## src/rtl/fin_addr_seq.sv

```systemverilog
// fin_addr_seq: registered, self-sequencing final-address streamer.
// On an accepted start it snapshots every channel address, the channel
// enable mask and a signed base offset, then presents base+address for each
// enabled channel in ascending order over a valid/ready handshake, and
// finishes with a single-cycle done pulse.
module fin_addr_seq #(
  parameter int ADDRESS_WIDTH = 8,
  parameter int N_CH = 10,
  localparam int SEL_W = $clog2(N_CH)
) (
  input  logic                          clk,
  input  logic                          reset_n,
  input  logic                          start,
  input  logic [N_CH-1:0]               ch_mask,
  input  logic [N_CH*ADDRESS_WIDTH-1:0] din,
  input  logic [ADDRESS_WIDTH-1:0]      base_offset,
  output logic [ADDRESS_WIDTH-1:0]      dout,
  output logic [SEL_W-1:0]              dout_sel,
  output logic                          dout_valid,
  input  logic                          dout_ready,
  output logic                          busy,
  output logic                          done
);

  typedef enum logic [1:0] {
    IDLE,
    RUN,
    DONE
  } state_t;

  state_t state, state_nxt;

  logic [N_CH*ADDRESS_WIDTH-1:0] snap_din, snap_din_nxt;
  logic [N_CH-1:0]               snap_mask, snap_mask_nxt;
  logic [ADDRESS_WIDTH-1:0]      snap_base, snap_base_nxt;
  logic [ADDRESS_WIDTH-1:0]      dout_nxt;
  logic [SEL_W-1:0]              sel_nxt;
  logic                          valid_nxt;

  // {found, index} of the lowest enabled channel at or above lo
  logic [SEL_W:0] first_hit;
  logic [SEL_W:0] next_hit;

  // Lowest set bit of m whose position is >= lo; the MSB of the result
  // flags whether any such bit exists.
  function automatic logic [SEL_W:0] find_set(input logic [N_CH-1:0] m,
                                              input int lo);
    logic [SEL_W:0] r;
    r = '0;
    for (int i = N_CH - 1; i >= 0; i--) begin
      if (m[i] && (i >= lo)) begin
        r = {1'b1, SEL_W'(i)};
      end
    end
    return r;
  endfunction

  // Pick one channel's address out of the packed vector.
  function automatic logic [ADDRESS_WIDTH-1:0] chan(
      input logic [N_CH*ADDRESS_WIDTH-1:0] v,
      input logic [SEL_W-1:0]              idx);
    logic [ADDRESS_WIDTH-1:0] r;
    r = '0;
    for (int i = 0; i < N_CH; i++) begin
      if (SEL_W'(i) == idx) begin
        r = v[i*ADDRESS_WIDTH +: ADDRESS_WIDTH];
      end
    end
    return r;
  endfunction

  // The first channel comes from the live mask; later ones come from the
  // snapshot, strictly above the channel currently on dout.
  always_comb begin
    first_hit = find_set(ch_mask, 0);
    next_hit  = find_set(snap_mask, int'(dout_sel) + 1);
  end

  // Next-state and next-output logic; everything holds unless a start is
  // accepted in IDLE or a beat is accepted in RUN.
  always_comb begin
    state_nxt     = state;
    snap_din_nxt  = snap_din;
    snap_mask_nxt = snap_mask;
    snap_base_nxt = snap_base;
    dout_nxt      = dout;
    sel_nxt       = dout_sel;
    valid_nxt     = dout_valid;
    case (state)
      IDLE: begin
        if (start) begin
          if (first_hit[SEL_W]) begin
            snap_din_nxt  = din;
            snap_mask_nxt = ch_mask;
            snap_base_nxt = base_offset;
            sel_nxt       = first_hit[SEL_W-1:0];
            dout_nxt      = chan(din, first_hit[SEL_W-1:0]) + base_offset;
            valid_nxt     = 1'b1;
            state_nxt     = RUN;
          end else begin
            state_nxt = DONE;
          end
        end
      end
      RUN: begin
        if (dout_valid && dout_ready) begin
          if (next_hit[SEL_W]) begin
            sel_nxt  = next_hit[SEL_W-1:0];
            dout_nxt = chan(snap_din, next_hit[SEL_W-1:0]) + snap_base;
          end else begin
            valid_nxt = 1'b0;
            state_nxt = DONE;
          end
        end
      end
      DONE: begin
        state_nxt = IDLE;
      end
      default: begin
        state_nxt = IDLE;
      end
    endcase
  end

  // State, snapshot and output registers; reset aborts any sequence.
  always_ff @(posedge clk or negedge reset_n) begin
    if (!reset_n) begin
      state      <= IDLE;
      snap_din   <= '0;
      snap_mask  <= '0;
      snap_base  <= '0;
      dout       <= '0;
      dout_sel   <= '0;
      dout_valid <= 1'b0;
    end else begin
      state      <= state_nxt;
      snap_din   <= snap_din_nxt;
      snap_mask  <= snap_mask_nxt;
      snap_base  <= snap_base_nxt;
      dout       <= dout_nxt;
      dout_sel   <= sel_nxt;
      dout_valid <= valid_nxt;
    end
  end

  assign busy = (state == RUN);
  assign done = (state == DONE);

endmodule

```

## config.mk

```make
export PLATFORM = sky130hd
export DESIGN_NAME = fin_addr_seq
export DESIGN_NICKNAME = d
export VERILOG_FILES = /design/src/rtl/fin_addr_seq.sv
export SDC_FILE = /design/constraint.sdc
export NUM_CORES = 1
export LEC_CHECK = 0
export ABC_AREA = 1
export CAP_MARGIN = 20
export CORE_MARGIN = 5
export CORE_UTILIZATION = 35
export DETAILED_ROUTE_END_ITERATION = 10
export GPL_ROUTABILITY_DRIVEN = 0
export SYNTH_ARGS = -nofsm -noshare
export SYNTH_HDL_FRONTEND = slang
export SYNTH_SLANG_ARGS = --single-unit
```

## constraint.sdc

```tcl
create_clock -name clk -period 5.72 [get_ports clk]
set_input_delay 1.144 -clock clk [delete_from_list [all_inputs] [get_ports clk]]
set_output_delay 1.144 -clock clk [all_outputs]
set_load 0.1 [all_outputs]
```

==> results of run 1 <==
-- timing repair --
item                                    CTS  global route
buffers inserted                          0             0
hold buffers                              0             0
hold endpoints to repair                  0             0
endpoints found under the setup margin    0             1
gates resized for setup                   0             8
-- registers in the layout, summed over array words and instances, names as in the netlist --
name	cells
dout	8
dout_sel	4
dout_valid	1
snap_base	8
snap_din	80
snap_mask	10
state	2
-- cells by family after synthesis --
group,after synthesis
muxes,37
AOI/OAI and AO/OA,180
DFF,113
xor gates and xnor gates,5
buffers and inverters,160
and+or+nand+nor,335
adders and majority gates,20
-- worst paths after layout --
kind | end | slack, ps
setup reg to reg | dout[7]$_DFFE_PN0P_ | 570
hold reg to reg | dout[2]$_DFFE_PN0P_ | 470
hold / removal | dout[2]$_DFFE_PN0P_ | 470
setup / recovery | dout[7]$_DFFE_PN0P_ | 440
min in group asynchronous | dout[2]$_DFFE_PN0P_ | 790
max in group asynchronous | snap_din[27]$_DFFE_PN0P_ | 3690
-- power breakdown --
part           internal [W]  total, W  switching, W
Sequential          0.00119   0.00142      0.000224
Clock              0.000803   0.00117      0.000372
Combinational       0.00126   0.00358       0.00231
-- per-layer routing --
| layer | part of all wire | global-route usage |
|---|---|---|
| met1 | 0.46 | 0.254 |
| met2 | 0.47 | 0.304 |
| met3 | 0.050 | 0.0347 |
| met4 | 0.020 | 0.0637 |
| met5 | 0 | 0 |
-- synthesized netlist by cell type, types with 3 or more instances --
library cell | n | area share
o211ai_1 | 6 | 0.0067
a221oi_1 | 3 | 0.0039
o22ai_1 | 5 | 0.0046
inv_2 | 8 | 0.0045
xor2_1 | 5 | 0.0065
nor2_2 | 5 | 0.0046
nor3_1 | 10 | 0.0074
nand2_4 | 3 | 0.0050
buf_6 | 4 | 0.0067
inv_1 | 127 | 0.071
o21ai_0 | 76 | 0.056
nor3_2 | 3 | 0.0045
clkbuf_1 | 7 | 0.0039
dfrtp_1 | 113 | 0.42
or2_2 | 3 | 0.0028
o21ai_1 | 33 | 0.025
a31oi_1 | 4 | 0.0037
ha_1 | 18 | 0.033
nand4_1 | 12 | 0.011
o221ai_1 | 9 | 0.012
nand3_1 | 31 | 0.023
mux2_2 | 36 | 0.060
buf_2 | 11 | 0.0082
nor2_1 | 62 | 0.035
a21oi_1 | 32 | 0.024
nand2_2 | 7 | 0.0065
nand2_1 | 189 | 0.11
-- metrics by stage --
stage | instances | utilization | hold WS (ps) | setup WS, ps
3_5_place_dp | 1226 | 0.440 | 469 | 13.3
4_1_cts | 1258 | 0.475 | 483 | 331
6_report | 1258 | 0.476 | 473 | 438
5_1_grt | 1258 | 0.476 | 497 | 0.804
3_3_place_gp | 1226 | 0.440 | 460 | 119
2_1_floorplan | 850 | - | 448 | 895
-- critical path: cells and delay by family --
family / cells / cell delay, ps
fa+ha+maj: 1 / 230
buf+inv: 8 / 980
compound gates: 11 / 1650
xor+xnor: 1 / 150
simple gates: 14 / 1470
-- layout make-up --
class | count | area share
clock buffer | 21 | 0.0525
timing repair buffer | 138 | 0.151
tap | 260 | 0.0363
clock inverter | 11 | 0.0204
inverter | 138 | 0.0587
sequential | 113 | 0.316
multi-input combinational | 577 | 0.366
==> flow_metrics.tcl, run 1 <==
set metrics [dict create \
    grt_setup_unrepaired "false" \
    die_y_um 149 \
    antenna_found_initial 0 \
    clk_latency_ps 420 \
    synth_compound_area_frac 0.151 \
    crit_type "input pin to flip-flop" \
    hpwl_um 15700 \
    nFillCells 1887 \
    yosys_warnings 0 \
    synth_enable_flop_cells 0 \
    maxCapViolCount 0 \
    cts_tree "built" \
    antenna_cells 0 \
    drive_above_1_share 0.134 \
    max_stage_delay_ps 460 \
    worstReg2RegStart "dout_sel[0]$_DFFE_PN0P_" \
    syn-cell-area_sq_um 6730 \
    cp.arrival_ps 5630 \
    clockBufferDepth 2 \
    power_density_nw_per_um2 688 \
    finalHoldViolations 0 \
    required_ps 6070 \
    startpoint "ch_mask[0]" \
    synth_seq_area_share 0.420 \
    muxShareOfSynthArea 0.0619 \
    synth-adder-area-share 0.0394 \
    final_cell_mix "188 x nand2_1, 127 x inv_1, 115 x clkdlybuf4s50_1" \
    ff_latch_area_sq_um 2830 \
    whs_path_depth 2 \
    worst-path-max-fanout 8 \
    tns_ps 0 \
    nNetsFinal 1107 \
    cpMostUsedCell "nor2_1" \
    overflow 0 \
    totalPowerFinal_w 0.00617 \
    grt_pass1_wl_um 32600 \
    layout_commonest_cell "nand2_1" \
    critical_path.slowest_cell "clkdlybuf4s50_1" \
    max-vdd-ir-drop_mv 0.324 \
    fmax_mhz 189 \
    p_leak_nw 4.32 \
    synth.distinct_cells 50 \
    htree_levels 4 \
    synthCells 850 \
    syn_nets 972 \
    setup_viol 0 \
    io_buffers 116 \
    synthFlopType "dfrtp_1" \
    post_drt_wl_per_cell_um 15.9 \
    cts_sinks 113 \
    cts-root-buf "clkbuf_16" \
    drcViolationCount 0 \
    viasPerCell 4.85 \
    grt_max_degree 61 \
    end_kind "flip-flop" \
    finalCriticalPeriod_ps 5280 \
    dieArea_sq_um 22100 \
    path_clk_slew_ps 50 \
    drt_first_pass_iters 5 \
    critPathLaunchType "input pin" \
    multi_input_area_sq_um 3280 \
    synth_seq_cells 113 \
    status "finished, final reports clean" \
    design.core.area_sq_um 18800 \
    postRouteAntennaNets 0 \
    worstMarginPinSlew_ps 991 \
    hold_class "flip-flop to flip-flop" \
    rr_worst_depth 36 \
    post-route-period-util 0.924 \
    first_global_vias 6157 \
    grt.total_usage 0.188 \
    fin_skew_ps 7.54 \
    final_cell_area_sq_um 8960 \
    chipWidth_um 149 \
    synthXorXnorAreaFrac 0.00650 \
    synthSimpleGateAreaFrac 0.224 \
    async_flop_share 1.00 \
    vias 6101 \
    hold_start "dout[2]$_DFFE_PN0P_" \
    io_pins 117 \
    synth_top_family_by_area "simple AND/OR/NAND/NOR gates" \
    numCtsBuffers 17 \
    syn_avg_cell_area_sq_um 7.92 \
    start_util 0.358 \
    rows 50 \
    drtIter0Drc 401 \
    finalMaxSlewViolations 0 \
    placed_cell_area_sq_um 8290 \
    area_growth_pct 33.1 \
    slew_headroom 0.337 \
    detail_route.wirelength_um 20000 \
]
Note: power is estimated with default switching activity, not from simulation.
==> run 2, diff against run 1 <==
--- a/config.mk
+++ b/config.mk
@@ -7,7 +7,7 @@
 export LEC_CHECK = 0
 export ABC_AREA = 1
 export CAP_MARGIN = 20
-export CORE_MARGIN = 5
+export CORE_MARGIN = 8
 export CORE_UTILIZATION = 35
 export DETAILED_ROUTE_END_ITERATION = 10
 export GPL_ROUTABILITY_DRIVEN = 0
==> run 2 against run 1 <==
Compared with the run above: flip-flop and latch count did not move; sequential share of layout area fell by 0.20 points; sequential power barely moved; core utilization rose by 0.47 points; design area rose by 0.64%; clock skew barely moved; critical path type is now flip-flop to flip-flop; largest power group unchanged.
==> flow_metrics.tcl, run 2 (synthesized netlist as in run 1, its figures left out) <==
set metrics [dict create \
    status "finished, final reports clean" \
    cpMostUsedCell "nand2_1" \
    rows 50 \
    viasPerCell 4.87 \
    clk_latency_ps 420 \
    startpoint "dout_sel[0]$_DFFE_PN0P_" \
    antenna_found_initial 0 \
    worst-path-max-fanout 9 \
    hpwl_um 15700 \
    finalHoldViolations 0 \
    area_growth_pct 33.9 \
    r2r_setup_slack_ps 460 \
    post_drt_wl_per_cell_um 16.1 \
    largest_reg_flops 80 \
    post-place-ws_ps 62.8 \
    hold_class "flip-flop to flip-flop" \
    worstReg2RegStart "dout_sel[0]$_DFFE_PN0P_" \
    grt_pass1_wl_um 33100 \
    setup_viol 0 \
    pwr-share-comb 0.577 \
    regMostFlops "snap_din" \
    drive_above_1_share 0.143 \
    placed_cells_incl_taps 1211 \
    dieArea_sq_um 23900 \
    grt_max_degree 68 \
    crit_type "flip-flop to flip-flop" \
    power_switching_w 0.00291 \
    drcViolationCount 0 \
    overflow 0 \
    chipWidth_um 155 \
    final_cell_mix "188 x nand2_1, 127 x inv_1, 115 x clkdlybuf4s50_1" \
    setup_ws_ps 458 \
    drtIter0Drc 419 \
    path_clk_slew_ps 50 \
    p_leak_nw 4.38 \
    cts_sinks 113 \
    postRouteAntennaNets 0 \
    fmax_mhz 190 \
    critPathLaunchType "flip-flop" \
    die_y_um 155 \
    p_seq_frac 0.228 \
    end_kind "flip-flop" \
    io_buffers 116 \
    r2r_end "dout[7]$_DFFE_PN0P_" \
    fin_skew_ps 7.41 \
    post-route-period-util 0.920 \
    max-vdd-ir-drop_mv 0.282 \
    clockBufferDepth 2 \
    switching_share 0.470 \
    numCtsBuffers 17 \
    cts-root-buf "clkbuf_16" \
    layout_commonest_cell "nand2_1" \
    final_cells 1243 \
    max_stage_delay_ps 480 \
    drt_first_pass_iters 5 \
    grt.total_usage 0.176 \
    intPower_w 0.00329 \
    design.core.area_sq_um 18800 \
    finalCriticalPeriod_ps 5260 \
    vias 6049 \
    required_ps 6070 \
    detail_route.wirelength_um 20000 \
    power_density_nw_per_um2 688 \
    io_pins 117 \
    cp.arrival_ps 5610 \
    nNetsFinal 1118 \
    clock_power_share 0.195 \
    htree_levels 4 \
    maxCapViolCount 0 \
    tns_ps 0 \
    hold_ws_ps 468 \
    start_util 0.359 \
    finalMaxSlewViolations 0 \
    reg_top3 "snap_din x80, snap_mask x10" \
    cts_tree "built" \
    first_global_vias 6205 \
    critical_path.slowest_cell "dfrtp_1" \
    worstMarginPinSlew_ps 992 \
    slew_headroom 0.336 \
    crit_path_end "dout[7]$_DFFE_PN0P_" \
    antenna_cells 0 \
    rr_worst_depth 36 \
]
run 2: critical path, delay by kind of cell (launching register included):
family / cells / cell delay, ps
compound gates: 7 / 1430
xor+xnor: 1 / 200
fa+ha+maj: 2 / 670
buf+inv: 3 / 200
flops: 1 / 480
simple gates: 23 / 2170
run 2: stage by stage:
stage               cell area [sq um]  power [W]  utilization
global placement                 8340    0.00497        0.444
floorplan                        6730    0.00401            -
finish                           9020    0.00620        0.480
detailed placement               8340    0.00498        0.444
global route                     9020    0.00675        0.480
CTS                              9000    0.00622        0.480
run 2: what timing repair did:
| item | in CTS | in global routing |
|---|---|---|
| hold buffers | 0 | 0 |
| buffers inserted | 0 | 0 |
| endpoints found under the setup margin | 0 | 1 |
| endpoints found under the hold margin | 0 | 0 |
| gates resized for setup | 0 | 5 |
run 2: worst min-delay path by stage:
stage                                        start                       end  slack [ps]  cells past startpoint
after floorplan           snap_din[48]$_DFFE_PN0P_  snap_din[48]$_DFFE_PN0P_         450                      2
final                          dout[4]$_DFFE_PN0P_       dout[4]$_DFFE_PN0P_         470                      2
after detailed placement       dout[4]$_DFFE_PN0P_       dout[4]$_DFFE_PN0P_         460                      2
after global placement         dout[5]$_DFFE_PN0P_       dout[5]$_DFFE_PN0P_         460                      2
after global routing           dout[4]$_DFFE_PN0P_       dout[4]$_DFFE_PN0P_         480                      2
after CTS                      dout[4]$_DFFE_PN0P_       dout[4]$_DFFE_PN0P_         480                      2
run 2: layout make-up:
cell class                 instances  area, sq um
inverter                         138          526
clock inverter                    11          208
clock buffer                      21          460
multi-input combinational        577         3270
fill                            1824         9750
sequential                       113         2830
tap                              234          293
timing repair buffer             149         1430
run 2: routing by layer:
| layer | vias up | wire length [um] | GRT usage |
|---|---|---|---|
| li1 | 3090 | - | - |
| met2 | 140 | 9210 | 0.281 |
| met5 | - | 0 | 0 |
| met4 | 0 | 435 | 0.0658 |
| met3 | 31 | 900 | 0.0421 |
| met1 | 2788 | 9500 | 0.228 |
run 2: power by group through the flow:
stage | registers [W] | clock network (W) | logic (W)
4_1_cts | 0.00141 | 0.00123 | 0.00359
3_3_place_gp | 0.00141 | 0 | 0.00356
5_1_grt | 0.00146 | 0.00127 | 0.00401
3_5_place_dp | 0.00142 | 0 | 0.00356
6_report | 0.00141 | 0.00121 | 0.00358
2_1_floorplan | 0.00166 | 0 | 0.00234
==> run 3, diff against run 2 <==
--- a/config.mk
+++ b/config.mk
@@ -10,6 +10,7 @@
 export CORE_MARGIN = 8
 export CORE_UTILIZATION = 35
 export DETAILED_ROUTE_END_ITERATION = 10
+export DONT_BUFFER_PORTS = 1
 export GPL_ROUTABILITY_DRIVEN = 0
 export SYNTH_ARGS = -nofsm -noshare
 export SYNTH_HDL_FRONTEND = slang
==> run 3 against run 2 <==
Compared with the run above: sequential share of layout area increased by 5.6 points; non-clock buffer count decreased by 137; first-iteration DRC count decreased by 2.4%; largest power group unchanged; design area decreased by 15%; setup slack improved by 81 ps; final cell count decreased by 11%; highest routed layer unchanged.
==> flow_metrics.tcl, run 3 (synthesized netlist as in run 1, its figures left out) <==
set metrics [dict create \
    clockBufferDepth 2 \
    clk_latency_ps 420 \
    io_buffers 0 \
    placed_cells_incl_taps 1074 \
    path_clk_slew_ps 50 \
    finalHoldViolations 0 \
    design.core.area_sq_um 18800 \
    power_density_nw_per_um2 785 \
    met1_usage 0.209 \
    max_stage_delay_ps 480 \
    tns_ps 0 \
    critical_path.slowest_cell "a2111oi_0" \
    finalMaxSlewViolations 0 \
    viasPerCell 5.09 \
    drt_first_pass_iters 5 \
    grt.total_usage 0.172 \
    detail_route.wirelength_um 20100 \
    required_ps 6020 \
    grt_pass1_wl_um 31500 \
    crit_type "input pin to flip-flop" \
    die_y_um 155 \
    chipWidth_um 155 \
    fin_skew_ps 8.95 \
    status "finished, final reports clean" \
    nFillCells 1957 \
    layout_commonest_cell "nand2_1" \
    start_util 0.359 \
    drive_above_1_share 0.138 \
    worstMarginPinSlew_ps 1080 \
    vias 5626 \
    post_drt_wl_per_cell_um 18.2 \
    dieArea_sq_um 23900 \
    p_leak_nw 3.80 \
    drcViolationCount 0 \
    htree_levels 4 \
    fmax_mhz 193 \
    grt_setup_unrepaired "false" \
    finalCriticalPeriod_ps 5180 \
    cts-root-buf "clkbuf_16" \
    rows 50 \
    postRouteAntennaNets 0 \
    cts_sinks 113 \
    slew_headroom 0.279 \
    multi_input_area_sq_um 3270 \
    grt_max_degree 114 \
    area_growth_pct 13.5 \
    first_global_vias 5643 \
    busiest_layer "met2" \
    final_cells 1106 \
    cts_tree "built" \
    numCtsBuffers 17 \
    grt_util_met2 0.276 \
    hpwl_um 15600 \
    nNetsFinal 981 \
    cpMostUsedCell "nor2_1" \
    regMostFlops "snap_din" \
    antenna_found_initial 0 \
    overflow 0 \
    cts_hold_buffers 0 \
    cp.arrival_ps 5480 \
    drtIter0Drc 409 \
    post-route-period-util 0.906 \
    max-vdd-ir-drop_mv 0.259 \
    end_kind "flip-flop" \
    grt_util_met3 0.0568 \
    worst-path-max-fanout 9 \
    setup_viol 0 \
    antenna_cells 0 \
    io_pins 117 \
    critPathLaunchType "input pin" \
    reg_top3 "snap_din x80, snap_mask x10" \
    largest_reg_flops 80 \
    ff_latch_area_sq_um 2830 \
    hold_class "input pin to async pin" \
    final_cell_mix "189 x nand2_1, 127 x inv_1, 113 x dfrtp_1" \
    maxCapViolCount 0 \
]
[run 3: worst max-delay path: cells and delay by family]
family,cells,cell delay [ps]
simple gates,14,1880
buf+inv,7,640
xor+xnor,1,130
fa+ha+maj,1,320
compound gates,8,1380
[run 3: repair_timing]
item                                    in CTS  in global routing
resized for setup                            0                  1
setup buffers                                0                  0
endpoints found under the setup margin       0                  1
[run 3: area by class of cell]
| cell class | instances | share of cell area |
|---|---|---|
| clock buffer | 20 | 0.0584 |
| clock inverter | 12 | 0.0246 |
| inverter | 138 | 0.0688 |
| multi-input combinational | 577 | 0.428 |
| sequential | 113 | 0.370 |
| tap | 234 | 0.0383 |
| timing repair buffer | 12 | 0.0123 |
[run 3: final timing paths]
kind | from | endpoint | slack, ps | depth (start not counted)
hold reg to reg | snap_din[54]$_DFFE_PN0P_ | snap_din[54]$_DFFE_PN0P_ | 480 | 2
min in group clk | snap_din[54]$_DFFE_PN0P_ | snap_din[54]$_DFFE_PN0P_ | 480 | 2
hold / removal | reset_n | dout_sel[2]$_DFFE_PN0P_ | 430 | 0
setup / recovery | ch_mask[0] | dout[7]$_DFFE_PN0P_ | 540 | 31
setup reg to reg | dout_sel[0]$_DFFE_PN0P_ | dout[7]$_DFFE_PN0P_ | 570 | 36
max in group asynchronous | reset_n | snap_mask[7]$_DFFE_PN0P_ | 5000 | 0
[run 3: stage by stage]
step                hold slack [ps]  setup WS, ps  instance area, sq um  total power (W)   util
finish                          429           539                  7640          0.00600  0.407
global route                    408          1.54                  7640          0.00649  0.407
CTS                             412           490                  7640          0.00602  0.407
detailed placement              471           138                  7000          0.00484  0.373
global placement                462           304                  7000          0.00480  0.373
floorplan                       448           895                  6730          0.00401      -
[run 3: report_power, final]
| group | total (W) | internal [W] | switching, W |
|---|---|---|---|
| sequential | 0.00164 | 0.00119 | 0.000452 |
| clock | 0.00116 | 0.000778 | 0.000377 |
| combinational | 0.00320 | 0.00114 | 0.00206 |
[run 3: routing by layer]
layer	vias to the layer above	part of all wire
met5	-	0
met1	2637	0.44
met2	145	0.46
met4	0	0.022
li1	2813	-
met3	31	0.070
